<file path="src/rtl/data_break_sequencer_pkg.sv">
// Shared codes for the data-break sequencer: cycle types, DB phases, major states.
// Latency: n/a (constants and a pure helper function only).
// Backpressure: n/a.
package data_break_sequencer_pkg;

    // Memory-cycle kind reported on cycle_type
    localparam logic [1:0] CT_NONE = 2'b00;
    localparam logic [1:0] CT_WC   = 2'b01;
    localparam logic [1:0] CT_CA   = 2'b10;
    localparam logic [1:0] CT_DATA = 2'b11;

    // Clock slot inside one three-clock memory cycle
    typedef enum logic [1:0] {
        PH_DB0 = 2'd0,
        PH_DB1 = 2'd1,
        PH_DB2 = 2'd2
    } phase_t;

    // Major-state encoding shared with the CPU state machine, so the value
    // handed back on return_state is directly loadable there.
    localparam int MS_W = 5;
    localparam logic [MS_W-1:0] MS_F0 = 5'd0;
    localparam logic [MS_W-1:0] MS_F1 = 5'd1;
    localparam logic [MS_W-1:0] MS_F2 = 5'd2;
    localparam logic [MS_W-1:0] MS_F3 = 5'd3;
    localparam logic [MS_W-1:0] MS_D0 = 5'd4;
    localparam logic [MS_W-1:0] MS_D1 = 5'd5;
    localparam logic [MS_W-1:0] MS_D2 = 5'd6;
    localparam logic [MS_W-1:0] MS_D3 = 5'd7;
    localparam logic [MS_W-1:0] MS_E0 = 5'd8;
    localparam logic [MS_W-1:0] MS_E1 = 5'd9;
    localparam logic [MS_W-1:0] MS_E2 = 5'd10;
    localparam logic [MS_W-1:0] MS_E3 = 5'd11;

    // Advance DB0 -> DB1 -> DB2; DB2 wraps to DB0 for the next memory cycle
    function automatic phase_t next_phase(input phase_t ph);
        case (ph)
            PH_DB0:  return PH_DB1;
            PH_DB1:  return PH_DB2;
            default: return PH_DB0;
        endcase
    endfunction

endpackage

</file>
<file path="src/rtl/data_break_sequencer_if.sv">
// Bus between the CPU major-state machine and the data-break sequencer.
// Latency: n/a (wires only).
// Backpressure: none; boundary is a one-clock offer, break_req is a held level.
interface data_break_sequencer_if #(
    parameter int NCH     = 2,
    parameter int STATE_W = 5
);
    logic               boundary;
    logic [STATE_W-1:0] resume_state;
    logic [NCH-1:0]     break_req;
    logic [NCH-1:0]     three_cycle;
    logic [0:11]        mem_rdata;

    logic               take_break;
    logic               break_in_prog;
    logic [NCH-1:0]     grant;
    logic [1:0]         cycle_type;
    logic [1:0]         phase;
    logic [0:11]        wb_data;
    logic               wb_en;
    logic [NCH-1:0]     wc_ovf;
    logic               done;
    logic [STATE_W-1:0] return_state;

    // CPU / datapath side
    modport master (
        output boundary, resume_state, break_req, three_cycle, mem_rdata,
        input  take_break, break_in_prog, grant, cycle_type, phase,
               wb_data, wb_en, wc_ovf, done, return_state
    );

    // Sequencer side
    modport slave (
        input  boundary, resume_state, break_req, three_cycle, mem_rdata,
        output take_break, break_in_prog, grant, cycle_type, phase,
               wb_data, wb_en, wc_ovf, done, return_state
    );
endinterface

</file>
<file path="src/rtl/data_break_sequencer_break_arbiter.sv">
// Picks one requesting channel: lowest index, or first at/after a rotating pointer.
// Latency: combinational grant; pointer updates on the clock after grant_en.
// Backpressure: none; caller decides when a grant is taken via grant_en.
module break_arbiter #(
    parameter int NCH         = 2,
    parameter int ROUND_ROBIN = 0
) (
    input  logic           clk,
    input  logic           reset,
    input  logic [NCH-1:0] req,
    input  logic           grant_en,
    output logic [NCH-1:0] gnt
);
    localparam int PTR_W = (NCH > 1) ? $clog2(NCH) : 1;

    logic [PTR_W-1:0] ptr;
    logic [PTR_W-1:0] gnt_idx;
    logic [PTR_W-1:0] sel;
    logic             found;
    int               base;
    int               idx;

    // Circular scan starting at base; base is 0 under fixed priority
    always_comb begin
        gnt     = '0;
        gnt_idx = '0;
        found   = 1'b0;
        sel     = '0;
        idx     = 0;
        base    = (ROUND_ROBIN != 0) ? int'(ptr) : 0;
        for (int i = 0; i < NCH; i++) begin
            idx = base + i;
            if (idx >= NCH) begin
                idx = idx - NCH;
            end
            sel = PTR_W'(idx);
            if (!found && req[sel]) begin
                found     = 1'b1;
                gnt[sel]  = 1'b1;
                gnt_idx   = sel;
            end
        end
    end

    // Rotate pointer to the channel after the one just granted
    always_ff @(posedge clk) begin
        if (reset) begin
            ptr <= '0;
        end else if (grant_en && found) begin
            ptr <= (gnt_idx == PTR_W'(NCH - 1)) ? '0 : gnt_idx + 1'b1;
        end
    end

endmodule

</file>
<file path="src/rtl/data_break_sequencer.sv">
// Multi-channel data-break sequencer: WC/CA/DATA or DATA-only cycles inserted at CPU boundaries.
// Latency: first DB0 one clock after the accepted boundary; 3 clocks per memory cycle.
// Backpressure: none; requests wait (held level) until a boundary finds the sequencer idle.
module data_break_sequencer
    import data_break_sequencer_pkg::*;
#(
    parameter int NCH         = 2,
    parameter int STATE_W     = 5,
    parameter int ROUND_ROBIN = 0,
    parameter int MAX_BURST   = 1
) (
    input  logic clk,
    input  logic reset,
    data_break_sequencer_if.slave bus
);
    // Sequencer state doubles as the reported cycle type
    typedef enum logic [1:0] {
        S_IDLE = CT_NONE,
        S_WC   = CT_WC,
        S_CA   = CT_CA,
        S_DATA = CT_DATA
    } state_t;

    state_t             state;
    phase_t             phase;
    logic [NCH-1:0]     grant;
    logic [0:11]        wb_data;
    logic               wb_en;
    logic [NCH-1:0]     wc_ovf;
    logic [STATE_W-1:0] return_state;
    logic [2:0]         burst_cnt;

    logic [NCH-1:0]     arb_gnt;
    logic               take_break;
    logic               data_last;
    logic               chain;
    logic               arb_take;
    logic               next_three;
    logic [0:11]        wb_next;

    // Accept a break only from IDLE, on a boundary, with someone asking
    assign take_break = bus.boundary && (|bus.break_req) && (state == S_IDLE);

    // Final clock of a DATA cycle decides between chaining and handing back
    assign data_last  = (state == S_DATA) && (phase == PH_DB2);
    assign chain      = data_last && (burst_cnt < 3'(MAX_BURST - 1)) && (|bus.break_req);
    assign arb_take   = take_break || chain;
    assign next_three = |(bus.three_cycle & arb_gnt);
    assign wb_next    = bus.mem_rdata + 12'd1;

    break_arbiter #(
        .NCH         (NCH),
        .ROUND_ROBIN (ROUND_ROBIN)
    ) u_arb (
        .clk      (clk),
        .reset    (reset),
        .req      (bus.break_req),
        .grant_en (arb_take),
        .gnt      (arb_gnt)
    );

    // Break-sequence FSM: IDLE -> [WC -> CA ->] DATA, three phases per cycle
    always_ff @(posedge clk) begin
        if (reset) begin
            state        <= S_IDLE;
            phase        <= PH_DB0;
            grant        <= '0;
            wb_data      <= '0;
            wb_en        <= 1'b0;
            wc_ovf       <= '0;
            return_state <= '0;
            burst_cnt    <= '0;
        end else begin
            wb_en  <= 1'b0;
            wc_ovf <= '0;
            case (state)
                S_IDLE: begin
                    if (take_break) begin
                        return_state <= bus.resume_state;
                        grant        <= arb_gnt;
                        burst_cnt    <= '0;
                        phase        <= PH_DB0;
                        state        <= next_three ? S_WC : S_DATA;
                    end
                end
                S_WC, S_CA: begin
                    // Increment lands in DB1 so the write-back is ready for DB2
                    if (phase == PH_DB1) begin
                        wb_data <= wb_next;
                        wb_en   <= 1'b1;
                        if ((state == S_WC) && (wb_next == 12'd0)) begin
                            wc_ovf <= grant;
                        end
                    end
                    phase <= next_phase(phase);
                    if (phase == PH_DB2) begin
                        state <= (state == S_WC) ? S_CA : S_DATA;
                    end
                end
                default: begin
                    phase <= next_phase(phase);
                    if (phase == PH_DB2) begin
                        if (chain) begin
                            grant     <= arb_gnt;
                            burst_cnt <= burst_cnt + 3'd1;
                            state     <= next_three ? S_WC : S_DATA;
                        end else begin
                            grant     <= '0;
                            burst_cnt <= '0;
                            state     <= S_IDLE;
                        end
                    end
                end
            endcase
        end
    end

    assign bus.take_break    = take_break;
    assign bus.break_in_prog = (state != S_IDLE);
    assign bus.grant         = grant;
    assign bus.cycle_type    = state;
    assign bus.phase         = phase;
    assign bus.wb_data       = wb_data;
    assign bus.wb_en         = wb_en;
    assign bus.wc_ovf        = wc_ovf;
    assign bus.done          = data_last && !chain;
    assign bus.return_state  = return_state;

endmodule

</file>
<file path="src/flat_wrapper.sv">
// flat-port wrapper written by rule: the top's interface ports become plain ports
module data_break_sequencer_flat import data_break_sequencer_pkg::*;
#(
    parameter int NCH         = 2,
    parameter int STATE_W     = 5,
    parameter int ROUND_ROBIN = 0,
    parameter int MAX_BURST   = 1
)
  (clk, reset, bus_boundary, bus_resume_state, bus_break_req, bus_three_cycle, bus_mem_rdata, bus_take_break, bus_break_in_prog, bus_grant, bus_cycle_type, bus_phase, bus_wb_data, bus_wb_en, bus_wc_ovf, bus_done, bus_return_state);
  data_break_sequencer_if #(.NCH(NCH), .STATE_W(STATE_W)) bus_i ();
  input  logic clk;
  input  logic reset;
  input wire logic [$bits(bus_i.boundary)-1:0] bus_boundary;
  input wire logic [$bits(bus_i.resume_state)-1:0] bus_resume_state;
  input wire logic [$bits(bus_i.break_req)-1:0] bus_break_req;
  input wire logic [$bits(bus_i.three_cycle)-1:0] bus_three_cycle;
  input wire logic [$bits(bus_i.mem_rdata)-1:0] bus_mem_rdata;
  output wire logic [$bits(bus_i.take_break)-1:0] bus_take_break;
  output wire logic [$bits(bus_i.break_in_prog)-1:0] bus_break_in_prog;
  output wire logic [$bits(bus_i.grant)-1:0] bus_grant;
  output wire logic [$bits(bus_i.cycle_type)-1:0] bus_cycle_type;
  output wire logic [$bits(bus_i.phase)-1:0] bus_phase;
  output wire logic [$bits(bus_i.wb_data)-1:0] bus_wb_data;
  output wire logic [$bits(bus_i.wb_en)-1:0] bus_wb_en;
  output wire logic [$bits(bus_i.wc_ovf)-1:0] bus_wc_ovf;
  output wire logic [$bits(bus_i.done)-1:0] bus_done;
  output wire logic [$bits(bus_i.return_state)-1:0] bus_return_state;
  assign bus_i.boundary = bus_boundary;
  assign bus_i.resume_state = bus_resume_state;
  assign bus_i.break_req = bus_break_req;
  assign bus_i.three_cycle = bus_three_cycle;
  assign bus_i.mem_rdata = bus_mem_rdata;
  assign bus_take_break = bus_i.take_break;
  assign bus_break_in_prog = bus_i.break_in_prog;
  assign bus_grant = bus_i.grant;
  assign bus_cycle_type = bus_i.cycle_type;
  assign bus_phase = bus_i.phase;
  assign bus_wb_data = bus_i.wb_data;
  assign bus_wb_en = bus_i.wb_en;
  assign bus_wc_ovf = bus_i.wc_ovf;
  assign bus_done = bus_i.done;
  assign bus_return_state = bus_i.return_state;
  data_break_sequencer #(.NCH(NCH), .STATE_W(STATE_W), .ROUND_ROBIN(ROUND_ROBIN), .MAX_BURST(MAX_BURST)) u_core (.clk(clk), .reset(reset), .bus(bus_i));
endmodule
</file>
<file path="config.mk">
export PLATFORM = sky130hd
export DESIGN_NAME = data_break_sequencer_flat
export DESIGN_NICKNAME = d
export VERILOG_FILES = /design/src/rtl/data_break_sequencer_pkg.sv /design/src/rtl/data_break_sequencer_if.sv /design/src/rtl/data_break_sequencer_break_arbiter.sv /design/src/rtl/data_break_sequencer.sv /design/src/flat_wrapper.sv
export SDC_FILE = /design/constraint.sdc
export NUM_CORES = 1
export LEC_CHECK = 0
export CORE_AREA = 3 3 65 67
export DETAILED_ROUTE_END_ITERATION = 7
export DIE_AREA = 0 0 68 70
export DONT_BUFFER_PORTS = 1
export RECOVER_POWER = 25
export SYNTH_ARGS = -nofsm -noshare
export SYNTH_HDL_FRONTEND = slang
export SYNTH_HIERARCHICAL = 1
export SYNTH_SLANG_ARGS = --single-unit
</file>
<file path="constraint.sdc">
create_clock -name clk -period 1.8 [get_ports clk]
set_input_delay 0.27 -clock clk [delete_from_list [all_inputs] [get_ports clk]]
set_output_delay 0.27 -clock clk [all_outputs]
set_load 0.005 [all_outputs]
</file>
==> summary.txt <==
Lkg Pwr = 0.564 nW
area added between synthesis and finish = 8.09%
grt total ovfl = 0
Util after Layout = 43.5%
die area = 4760 um2
Setup Skew = 0.00220 ns
H-Tree Depth = 1
layout cells sized above 1 = 15.7%
vias = 1184
Setup TNS = 0 ns
most common cell in the synthesized netlist = dfxtp_1
Final WS setup = 0.126 ns
Final Wtd Congestion = 0.894
crit path from = u_core/bus.cycle_type[0]
IO Pins = 53
# fillers = 373
antenna violations before repair = 0
worst slack at placement = 0.0441 ns
worst vdd ir = 446 uV
most frequent cells after synthesis = 26 x dfxtp_1, 25 x nor2_1, 12 x nand2_1
RSZ-0062 raised after global routing = no
Post-Syn Nets = 202
crit-path max cell delay = 0.37 ns
diode count = 0
ys async rst share = 0%
CTS tree = built
Post-Synth Simple-Gate Area = 28.6%
fin crit share = 93.0%
Hold Path Class = input port to register
DRT iter0 DRCs = 47
Synth Area in Compound Gates = 17.3%
Synth cell types = 46
Yosys top cell by area = dfxtp_1
clk root buf = clkbuf_8
Setup-failing EPs final = 0
Post-Route WL = 3.34 mm
post-synth top area share = 35.0%
CP top delay family = simple AND/OR/NAND/NOR gates
CP endpoint kind = register
Fin Hold WS = 0.0664 ns
worst rel slew slack = 78.0%
CTS Buf Count = 3
CP Class = register to register
Core Footprint = 3690 um2
Register-to-Register Path Depth = 6
# DRC = 0
setup slack, reg-to-reg = 0.13 ns
Critical Path AT = 1.87 ns
Die Wd = 68 um
global-route wire length before repair = 5.08 mm
Avg Synthesized Cell Area = 8.69 um2
row cnt = 22
main combinational cell family by area after synthesis = simple AND/OR/NAND/NOR gates
post-synthesis mux area share = 2.02%
MaxCap Viol Count = 0
HPWL after DPL = 2.56 mm
Slew @ Worst Pin = 0.324 ns
DRT Pass-1 Iters = 4
CP required = 2.00 ns
clk buf depth = 2
Worst-Skew Late Latency = 0.26 ns
remaining antenna violation count = 0
Synth Area in XOR/XNOR = 5.90%
DR WL/cell = 15.2 um
clock slew at reported path FFs = 0.09 ns
RR Endpoint = u_core/bus.cycle_type[1]
placed instance count = 213
post-synthesis sequential area ratio = 35.0%
fin crit period = 1.67 ns
worst r2r src = u_core/bus.cycle_type[0]
largest net degree at the start of global routing = 26
Critical-path top delay cell = or3b_1
Post-Layout Cell Count = 220
# hold bufs at CTS = 0
status = completed
vias in the first global route = 1095
CP Max Fanout = 5
Cell Pwr Density = 1050 nW/um2
max-slew violation count = 0
Post-synth top flop = dfxtp_1
Netlist Area Pre-Place = 1490 um2
Ys Warns = 6
CP Cell Sequence = inv_1 -> ha_1 -> nand2b_1 -> a22oi_2 -> or3b_1 -> a21oi_1
adder-cell share of the synthesized area = 5.90%
top cells by area, synth = dfxtp_1 35%, nor2_1 6.3%, ha_1 5.9%
synthesized flop and latch total = 26
CP startpoint kind = register
Sinks on Clock Net = 26
WP depth = 6
nets@finish = 204
Post-synth EDFFs = 0
initial core utilization = 40.3%
Buf+Inv Stages, Crit Path = 1
end point of the critical path = u_core/bus.cycle_type[1]
Die H = 70 um
Total GRT Usage = 13.2%
vias per inst = 5.38
Hold Violations, Final = 0
f_max = 597 MHz
IO Port Bufs = 0
synthesized netlist cell count = 171
routing by layer:
metal,vias up,global-route usage [%],share of wire (%)
li1,603,-,-
met1,541,18.8,48
met2,38,19.7,43
met3,2,4.18,8.4
met4,0,1.99,0.27
met5,-,0,0
flip-flops by register name (all words and copies together) (netlist names):
signal / count
u_core/bus.wb_data: 12
u_core/bus.return_state: 5
u_core/bus.cycle_type: 2
u_core/bus.grant: 2
u_core/bus.phase: 2
u_core/bus.wc_ovf: 2
u_core/bus.wb_en: 1
worst min path at each step:
stage	depth (start not counted)	to	startpoint	slack, ns
after global routing	1	u_core/bus.return_state[2]	reset	0.05
after global placement	1	u_core/bus.wb_data[0]	reset	0.34
after detailed placement	1	u_core/bus.wb_data[0]	reset	0.34
final	1	u_core/bus.return_state[2]	reset	0.07
after floorplan	1	u_core/bus.wb_data[11]	bus_mem_rdata[0]	0.37
after CTS	1	u_core/bus.wb_data[0]	reset	0.06
cell type report:
cell class	count	area, um2	area share [%]
multi-input cells	129	895	55.7
flip-flops and latches	26	520	32.4
well taps	48	60.1	3.74
clock buffers	4	55.1	3.43
repair buffers	7	52.6	3.27
inverters	6	22.5	1.40
metrics by stage:
step	total power, mW	instance area, um2
floorplan	1.16	1490
global placement	1.24	1520
detailed placement	1.27	1520
CTS	1.65	1580
global route	1.80	1610
finish	1.69	1610
layout by cell type (no fill, tap or decap), types with 4 or more instances in the layout:
| cell type | netlist | routed |
|---|---|---|
| a211oi_1 | 8 | 8 |
| a21oi_1 | 7 | 7 |
| a31oi_1 | 4 | 4 |
| buf_4 | 4 | 7 |
| clkbuf_8 | 0 | 4 |
| dfxtp_1 | 26 | 26 |
| ha_1 | 7 | 7 |
| inv_1 | 6 | 6 |
| nand2_1 | 12 | 12 |
| nand2b_1 | 4 | 4 |
| nand3_1 | 5 | 5 |
| nor2_1 | 25 | 25 |
| nor3_1 | 4 | 4 |
| xnor2_1 | 6 | 6 |
| xor2_1 | 4 | 4 |
report_power, final:
part | leakage (nW) | total (mW) | internal (mW) | switching (mW)
clock | 0.0288 | 0.373 | 0.195 | 0.178
sequential | 0.211 | 0.782 | 0.686 | 0.0955
combinational | 0.324 | 0.536 | 0.255 | 0.281
kinds of logic after synthesis:
| family | count (synthesis) |
|---|---|
| adder cells (fa/ha/maj) | 7 |
| AND/OR/NAND/NOR | 72 |
| buffers and inverters | 16 |
| XOR/XNOR | 10 |
| AO/OA/AOI/OAI | 37 |
| flip-flops | 26 |
| multiplexers | 3 |
what timing repair did:
action / CTS / global route
pin swaps: 1 / 2
buffers inserted: 1 / 2
cloned: 0 / 0
setup endpoints to repair: 1 / 2
resized for setup: 0 / 2
No activity file was read; power rests on OpenSTA's default activity.
